**config.mk**
```make
export PLATFORM = sky130hd
export DESIGN_NAME = tensor_rd_arbiter_flat
export DESIGN_NICKNAME = d
export VERILOG_FILES = /design/src/rtl/tensor_rd_arbiter_if.sv /design/src/rtl/tensor_rd_arbiter.sv /design/src/flat_wrapper.sv
export SDC_FILE = /design/constraint.sdc
export NUM_CORES = 1
export LEC_CHECK = 0
export CAP_MARGIN = 20
export CORE_UTILIZATION = 40
export CTS_CLUSTER_DIAMETER = 50
export DETAILED_ROUTE_END_ITERATION = 7
export GPL_TIMING_DRIVEN = 1
export PLACE_DENSITY = 0.9
export SYNTH_ARGS = -nofsm -noshare
export SYNTH_HDL_FRONTEND = slang
export SYNTH_SLANG_ARGS = --single-unit
```
**constraint.sdc**
```tcl
create_clock -name clk -period 2.35 [get_ports clk]
set_clock_uncertainty 0.1 [all_clocks]
set_input_delay 0.47 -clock clk [delete_from_list [all_inputs] [get_ports clk]]
set_output_delay 0.47 -clock clk [all_outputs]
set_load 0.01 [all_outputs]
```
**src/rtl/tensor_rd_arbiter_if.sv**
```systemverilog
// Bus bundle between the two tensor-RAM requesters, the tensor RAM read port
// and the read arbiter that shares it.
interface tensor_rd_arbiter_if #(
  parameter int ADDR_W = 10,
  parameter int DATA_W = 8
);
  logic              r0_req;
  logic              r0_lock;
  logic [ADDR_W-1:0] r0_addr;
  logic              r0_gnt;
  logic              r0_rvalid;
  logic              r1_req;
  logic              r1_lock;
  logic [ADDR_W-1:0] r1_addr;
  logic              r1_gnt;
  logic              r1_rvalid;
  logic [DATA_W-1:0] rdata;
  logic [ADDR_W-1:0] ram_raddr;
  logic              ram_ren;
  logic [DATA_W-1:0] ram_rdata;
  logic              starve_err;

  // Arbiter side.
  modport slave (
    input  r0_req, r0_lock, r0_addr, r1_req, r1_lock, r1_addr, ram_rdata,
    output r0_gnt, r0_rvalid, r1_gnt, r1_rvalid, rdata, ram_raddr, ram_ren,
    starve_err
  );

  // Requester / RAM side.
  modport master (
    output r0_req, r0_lock, r0_addr, r1_req, r1_lock, r1_addr, ram_rdata,
    input  r0_gnt, r0_rvalid, r1_gnt, r1_rvalid, rdata, ram_raddr, ram_ren,
    starve_err
  );
endinterface

```
**src/rtl/tensor_rd_arbiter.sv**
```systemverilog
// Two-requester arbiter for the single read port of the 1024 x int8 heatmap
// tensor RAM; r0 (peak scan) may lock the port, r1 (host readout) is watched for starvation.
module tensor_rd_arbiter #(
  parameter int ADDR_W     = 10,
  parameter int DATA_W     = 8,
  parameter int STARVE_MAX = 64
) (
  input  logic                clk,
  input  logic                reset,
  tensor_rd_arbiter_if.slave  bus,
  output logic [1:0]          state_dbg
);

  // Handshake: a requester raises req with a stable addr and holds both until it
  // sees its registered gnt; every cycle with gnt=1 and req=1 is one beat, and its
  // data returns exactly one cycle later qualified by that requester's rvalid.

  localparam int CNT_W = $clog2(STARVE_MAX + 1);

  typedef enum logic [1:0] {
    IDLE = 2'd0,
    OWN0 = 2'd1,
    OWN1 = 2'd2
  } own_t;

  own_t              state, state_nx;
  logic              last_q, last_nx;   // 1 = r1 served last
  logic              beat0, beat1, beat;
  logic [ADDR_W-1:0] raddr, raddr_q;
  logic              rv0_q, rv1_q;
  logic [CNT_W-1:0]  starve_cnt;
  logic              starve_q;

  always_comb begin
    beat0 = (state == OWN0) && bus.r0_req;
    beat1 = (state == OWN1) && bus.r1_req;
    beat  = beat0 || beat1;
    raddr = raddr_q;
    if (beat0) raddr = bus.r0_addr;
    if (beat1) raddr = bus.r1_addr;
  end

  always_comb begin
    state_nx = state;
    last_nx  = last_q;
    if (beat0) last_nx = 1'b0;
    if (beat1) last_nx = 1'b1;
    case (state)
      IDLE: begin
        if (bus.r0_req && bus.r1_req) state_nx = last_q ? OWN0 : OWN1;
        else if (bus.r0_req)          state_nx = OWN0;
        else if (bus.r1_req)          state_nx = OWN1;
      end
      OWN0: begin
        if (bus.r0_req && bus.r0_lock) state_nx = OWN0;
        else if (bus.r1_req)           state_nx = OWN1;
        else if (!bus.r0_req)          state_nx = IDLE;
      end
      OWN1: begin
        if (bus.r1_req && bus.r1_lock) state_nx = OWN1;
        else if (bus.r0_req)           state_nx = OWN0;
        else if (!bus.r1_req)          state_nx = IDLE;
      end
      default: state_nx = IDLE;
    endcase
  end

  always_ff @(posedge clk or posedge reset) begin
    if (reset) begin
      state   <= IDLE;
      last_q  <= 1'b1;
      raddr_q <= '0;
      rv0_q   <= 1'b0;
      rv1_q   <= 1'b0;
    end else begin
      state  <= state_nx;
      last_q <= last_nx;
      rv0_q  <= beat0;
      rv1_q  <= beat1;
      if (beat) raddr_q <= raddr;
    end
  end

  // The wait counter never influences ownership, so an r0 lock is never broken.
  always_ff @(posedge clk or posedge reset) begin
    if (reset) begin
      starve_cnt <= '0;
      starve_q   <= 1'b0;
    end else if (bus.r1_req && (state != OWN1)) begin
      if (starve_cnt != CNT_W'(STARVE_MAX)) starve_cnt <= starve_cnt + CNT_W'(1);
      if (starve_cnt >= CNT_W'(STARVE_MAX - 1)) starve_q <= 1'b1;
    end else begin
      starve_cnt <= '0;
    end
  end

  assign bus.r0_gnt     = (state == OWN0);
  assign bus.r1_gnt     = (state == OWN1);
  assign bus.ram_ren    = beat;
  assign bus.ram_raddr  = raddr;
  assign bus.r0_rvalid  = rv0_q;
  assign bus.r1_rvalid  = rv1_q;
  assign bus.rdata      = bus.ram_rdata;
  assign bus.starve_err = starve_q;
  assign state_dbg      = state;

endmodule

```
**src/flat_wrapper.sv**
```systemverilog
// flat-port wrapper written by rule: the top's interface ports become plain ports
module tensor_rd_arbiter_flat 
#(
  parameter int ADDR_W     = 10,
  parameter int DATA_W     = 8,
  parameter int STARVE_MAX = 64
)
  (clk, reset, state_dbg, bus_r0_req, bus_r0_lock, bus_r0_addr, bus_r1_req, bus_r1_lock, bus_r1_addr, bus_ram_rdata, bus_r0_gnt, bus_r0_rvalid, bus_r1_gnt, bus_r1_rvalid, bus_rdata, bus_ram_raddr, bus_ram_ren, bus_starve_err);
  tensor_rd_arbiter_if #(.ADDR_W(ADDR_W), .DATA_W(DATA_W)) bus_i ();
  input  logic clk;
  input  logic reset;
  output logic [1:0] state_dbg;
  input wire logic [$bits(bus_i.r0_req)-1:0] bus_r0_req;
  input wire logic [$bits(bus_i.r0_lock)-1:0] bus_r0_lock;
  input wire logic [$bits(bus_i.r0_addr)-1:0] bus_r0_addr;
  input wire logic [$bits(bus_i.r1_req)-1:0] bus_r1_req;
  input wire logic [$bits(bus_i.r1_lock)-1:0] bus_r1_lock;
  input wire logic [$bits(bus_i.r1_addr)-1:0] bus_r1_addr;
  input wire logic [$bits(bus_i.ram_rdata)-1:0] bus_ram_rdata;
  output wire logic [$bits(bus_i.r0_gnt)-1:0] bus_r0_gnt;
  output wire logic [$bits(bus_i.r0_rvalid)-1:0] bus_r0_rvalid;
  output wire logic [$bits(bus_i.r1_gnt)-1:0] bus_r1_gnt;
  output wire logic [$bits(bus_i.r1_rvalid)-1:0] bus_r1_rvalid;
  output wire logic [$bits(bus_i.rdata)-1:0] bus_rdata;
  output wire logic [$bits(bus_i.ram_raddr)-1:0] bus_ram_raddr;
  output wire logic [$bits(bus_i.ram_ren)-1:0] bus_ram_ren;
  output wire logic [$bits(bus_i.starve_err)-1:0] bus_starve_err;
  assign bus_i.r0_req = bus_r0_req;
  assign bus_i.r0_lock = bus_r0_lock;
  assign bus_i.r0_addr = bus_r0_addr;
  assign bus_i.r1_req = bus_r1_req;
  assign bus_i.r1_lock = bus_r1_lock;
  assign bus_i.r1_addr = bus_r1_addr;
  assign bus_i.ram_rdata = bus_ram_rdata;
  assign bus_r0_gnt = bus_i.r0_gnt;
  assign bus_r0_rvalid = bus_i.r0_rvalid;
  assign bus_r1_gnt = bus_i.r1_gnt;
  assign bus_r1_rvalid = bus_i.r1_rvalid;
  assign bus_rdata = bus_i.rdata;
  assign bus_ram_raddr = bus_i.ram_raddr;
  assign bus_ram_ren = bus_i.ram_ren;
  assign bus_starve_err = bus_i.starve_err;
  tensor_rd_arbiter #(.ADDR_W(ADDR_W), .DATA_W(DATA_W), .STARVE_MAX(STARVE_MAX)) u_core (.clk(clk), .reset(reset), .bus(bus_i), .state_dbg(state_dbg));
endmodule
```
==> metrics.txt <==
# TYPE chip_impl_metric gauge
chip_impl_info{name="outcome",value="finished clean"} 1
chip_impl_metric{name="placeableCoreArea",unit="um2"} 3053
chip_impl_info{name="timing.hold.worst.class",value="input port to async pin"} 1
chip_impl_metric{name="synth.yosys.warnings",unit=""} 0
chip_impl_metric{name="post_cts_hold_buffer_count",unit=""} 0
chip_impl_metric{name="worst_slew_margin_rel",unit=""} 0.8102
chip_impl_metric{name="vias",unit=""} 1166
chip_impl_info{name="setup.worst_path.start_class",value="flop"} 1
chip_impl_metric{name="tritoncts.num_buffers",unit=""} 3
chip_impl_metric{name="drcViolationCount",unit=""} 0
chip_impl_info{name="clk_root_buffer_cell",value="sky130_fd_sc_hd__clkbuf_4"} 1
chip_impl_info{name="synth_ff_type",value="sky130_fd_sc_hd__dfrtp_1"} 1
chip_impl_metric{name="start_util",unit=""} 0.4209
chip_impl_metric{name="die_area",unit="um2"} 3443
chip_impl_metric{name="layout.nets",unit=""} 215
chip_impl_info{name="mostFrequentLayoutCell",value="sky130_fd_sc_hd__clkdlybuf4s50_1"} 1
chip_impl_metric{name="pwr_density_cell",unit="nW/um2"} 680.7
chip_impl_metric{name="worst_slack",unit="ns"} 0.08530
chip_impl_metric{name="period_minus_ws_final",unit="ns"} 2.265
chip_impl_metric{name="r2r_depth",unit=""} 5
chip_impl_metric{name="globalRoute.totalOverflow",unit=""} 0
chip_impl_metric{name="synthesized_area_divided_by_synthesized_cell_count",unit="um2"} 10.28
chip_impl_metric{name="finish.cell_count_without_fillers",unit=""} 222
chip_impl_metric{name="drive_gt1_frac",unit=""} 0.2528
chip_impl_info{name="cp_endpoint_kind",value="output pin"} 1
chip_impl_metric{name="final_min_period_over_clock_period",unit=""} 0.9637
chip_impl_metric{name="timing.final.max_slew_violations",unit=""} 0
chip_impl_metric{name="timing.final.setup_violations",unit=""} 0
chip_impl_metric{name="clock_sink_count",unit=""} 23
chip_impl_metric{name="ys_ff_latch",unit=""} 23
chip_impl_metric{name="n_antenna_cell",unit=""} 0
chip_impl_metric{name="port_buffers",unit=""} 43
chip_impl_metric{name="clock.fmax",unit="MHz"} 441.6
chip_impl_info{name="path_class",value="flop to output pin"} 1
chip_impl_metric{name="postSynthCellCount",unit=""} 125
chip_impl_metric{name="cp_max_fo",unit=""} 6
chip_impl_metric{name="transition_time_at_the_pin_with_the_least_slew_margin",unit="ns"} 0.2847
chip_impl_metric{name="first_global_vias",unit=""} 1174
chip_impl_metric{name="first_iter_violations",unit=""} 39
chip_impl_metric{name="grt_antenna_before_repair",unit=""} 0
chip_impl_metric{name="post-route-util",unit=""} 0.6127
chip_impl_metric{name="final-hold-violation-count",unit=""} 0
chip_impl_metric{name="cell_count_after_placement",unit=""} 213
chip_impl_metric{name="clk_latency",unit="ns"} 0.33
chip_impl_metric{name="synthesis.area",unit="um2"} 1285
chip_impl_metric{name="clk_transition_reported_paths",unit="ns"} 0.14
chip_impl_metric{name="floorplan.die.height",unit="um"} 58.68
chip_impl_info{name="rsz0062_at_grt",value="false"} 1
chip_impl_metric{name="design.portCount",unit=""} 60
chip_impl_metric{name="grt_pass1_wl",unit="um"} 5368
chip_impl_metric{name="std_cell_rows",unit=""} 20
chip_impl_metric{name="ys_async_sr_fraction",unit=""} 1.000
chip_impl_metric{name="dp_hpwl",unit="um"} 2480
chip_impl_metric{name="clk_path_buf_depth",unit=""} 2
chip_impl_metric{name="worst-endpoint-required",unit="ns"} 1.78
chip_impl_info{name="r2r_start",value="u_core.starve_cnt[0]$_DFFE_PP0P_"} 1
chip_impl_metric{name="route.antenna.remaining_nets",unit=""} 0
chip_impl_metric{name="max_cap_violations",unit=""} 0
chip_impl_metric{name="p_leak",unit="nW"} 0.9991
chip_impl_metric{name="ctsHtreeMaxLevel",unit=""} 1
chip_impl_metric{name="number_of_enable_type_register_cells_in_the_synthesized_netlist",unit=""} 0
chip_impl_info{name="timing.critical_path.from",value="u_core.state_dbg[1]$_DFFE_PP0P_"} 1
chip_impl_metric{name="worst_ep_arrival_time",unit="ns"} 1.69
chip_impl_metric{name="post-place-ws",unit="ns"} -0.3937
chip_impl_info{name="regToRegEndpoint",value="u_core.starve_cnt[1]$_DFFE_PP0P_"} 1
chip_impl_metric{name="drt_first_pass_iters",unit=""} 4
chip_impl_metric{name="avgViaCountPerCell",unit=""} 5.252
chip_impl_metric{name="area_delta_synth_final",unit="%"} 45.57
chip_impl_metric{name="track_usage",unit=""} 0.2105
chip_impl_metric{name="drt-wirelength-per-cell",unit="um"} 14.98
chip_impl_metric{name="synth_cell_types",unit=""} 32
chip_impl_info{name="tritoncts",value="done"} 1
chip_impl_metric{name="post_syn_nets",unit=""} 161
chip_impl_metric{name="synth-seq-area-share",unit=""} 0.4489
chip_impl_metric{name="vdd_drop_max",unit="mV"} 0.3783
chip_impl_metric{name="chipWidth",unit="um"} 58.68
chip_impl_metric{name="routed_wl",unit="um"} 3325
chip_impl_metric{name="rrSetupSlack",unit="ns"} 0.47
chip_impl_info{name="most-common-layout-cells",value="29 x sky130_fd_sc_hd__clkdlybuf4s50_1, 22 x sky130_fd_sc_hd__dfrtp_1, 21 x sky130_fd_sc_hd__a21o_1"} 1
chip_impl_metric{name="grt_start_max_net_pins",unit=""} 24
chip_impl_metric{name="gp_congestion",unit=""} 0.8438
==> per-stage QoR <==
step                power, mW  hold slack, ns  instance area, um2  setup TNS, ns
floorplan              0.8281          0.3500                1285              0
global placement        1.097          0.3481                1822         -3.831
detailed placement      1.129          0.3573                1822         -3.968
CTS                     1.300          0.3613                1898      -0.002124
global route            1.348          0.3760                1871              0
finish                  1.273          0.3575                1871              0
==> worst max path at each step <==
stage	to	slack, ns	cells after the start
after floorplan	bus_ram_raddr[1]	0.44	5
after global placement	bus_ram_raddr[3]	-0.37	6
after detailed placement	bus_ram_raddr[3]	-0.39	6
after CTS	bus_ram_raddr[7]	-0.002	5
after global routing	bus_ram_raddr[0]	0.007	5
final	bus_ram_raddr[8]	0.09	5
==> metal layers <==
| layer | up-vias | part of all wire | track usage |
|---|---|---|---|
| li1 | 545 | - | - |
| met1 | 577 | 0.39 | 0.2589 |
| met2 | 34 | 0.55 | 0.3695 |
| met3 | 10 | 0.033 | 0.01978 |
| met4 | 0 | 0.024 | 0.1054 |
| met5 | - | 0 | 0 |
==> worst max-delay path, stage by stage (launching register included) <==
cell	delay [ns]
sky130_fd_sc_hd__dfrtp_1	0.42
sky130_fd_sc_hd__and3b_2	0.27
sky130_fd_sc_hd__buf_12	0.15
sky130_fd_sc_hd__a22o_1	0.24
sky130_fd_sc_hd__a21o_1	0.16
sky130_fd_sc_hd__buf_2	0.14
==> flip-flops by register name, summed over array words and instances (netlist names) <==
signal                 cells
u_core.bus.r0_rvalid       1
u_core.bus.starve_err      1
u_core.state_dbg           2
u_core.starve_cnt          7
u_core.raddr_q            10
u_core.last_q              1
u_core.bus.r1_rvalid       1
==> synth_stat cells, types with 2 or more instances <==
master | n | area [um2]
sky130_fd_sc_hd__dfrtp_1 | 22 | 550.5
sky130_fd_sc_hd__nand2b_1 | 2 | 12.51
sky130_fd_sc_hd__a22o_1 | 10 | 87.58
sky130_fd_sc_hd__nor2_1 | 3 | 11.26
sky130_fd_sc_hd__mux2i_1 | 3 | 30.03
sky130_fd_sc_hd__nand2_1 | 2 | 7.510
sky130_fd_sc_hd__xor2_1 | 2 | 17.52
sky130_fd_sc_hd__buf_4 | 8 | 60.06
sky130_fd_sc_hd__inv_1 | 9 | 33.78
sky130_fd_sc_hd__o21ai_0 | 2 | 10.01
sky130_fd_sc_hd__a31o_2 | 2 | 17.52
sky130_fd_sc_hd__ha_1 | 2 | 25.02
sky130_fd_sc_hd__nand3_1 | 9 | 45.04
sky130_fd_sc_hd__a21o_1 | 21 | 157.7
sky130_fd_sc_hd__and3b_1 | 2 | 17.52
sky130_fd_sc_hd__a21oi_1 | 5 | 25.02
sky130_fd_sc_hd__buf_2 | 6 | 30.03
==> report_power, final <==
group	switching, mW	internal (mW)	leakage [nW]
logic	0.231	0.299	0.689
registers	0.0605	0.486	0.296
clock network	0.131	0.0652	0.0139
==> cell families after synthesis <==
| logic type | after synthesis | share of synthesized area |
|---|---|---|
| AO/OA/AOI/OAI | 44 | 0.2571 |
| XOR/XNOR | 2 | 0.01363 |
| adder cells (fa/ha/maj) | 2 | 0.01947 |
| buffers and inverters | 24 | 0.09932 |
| flip-flops | 23 | 0.4489 |
| multiplexers | 3 | 0.02337 |
| AND/OR/NAND/NOR | 27 | 0.1383 |
==> cell type report <==
type	count	area (um2)
clock inverter	1	7.507
sequential	23	576.8
fill	261	1182
inverter	9	33.78
multi-input combinational	78	585.6
clock buffer	3	22.52
timing repair buffer	64	589.3
tap	44	55.05
==> timing repair <==
item                                   in CTS  in global routing
cloned                                      2                  0
pin swaps                                   5                  2
endpoints found under the hold margin       0                  0
setup endpoints to repair                  11                 10
gates resized for setup                    39                  7
setup buffers                               3                  0
Note: power is estimated with default switching activity, not from simulation.
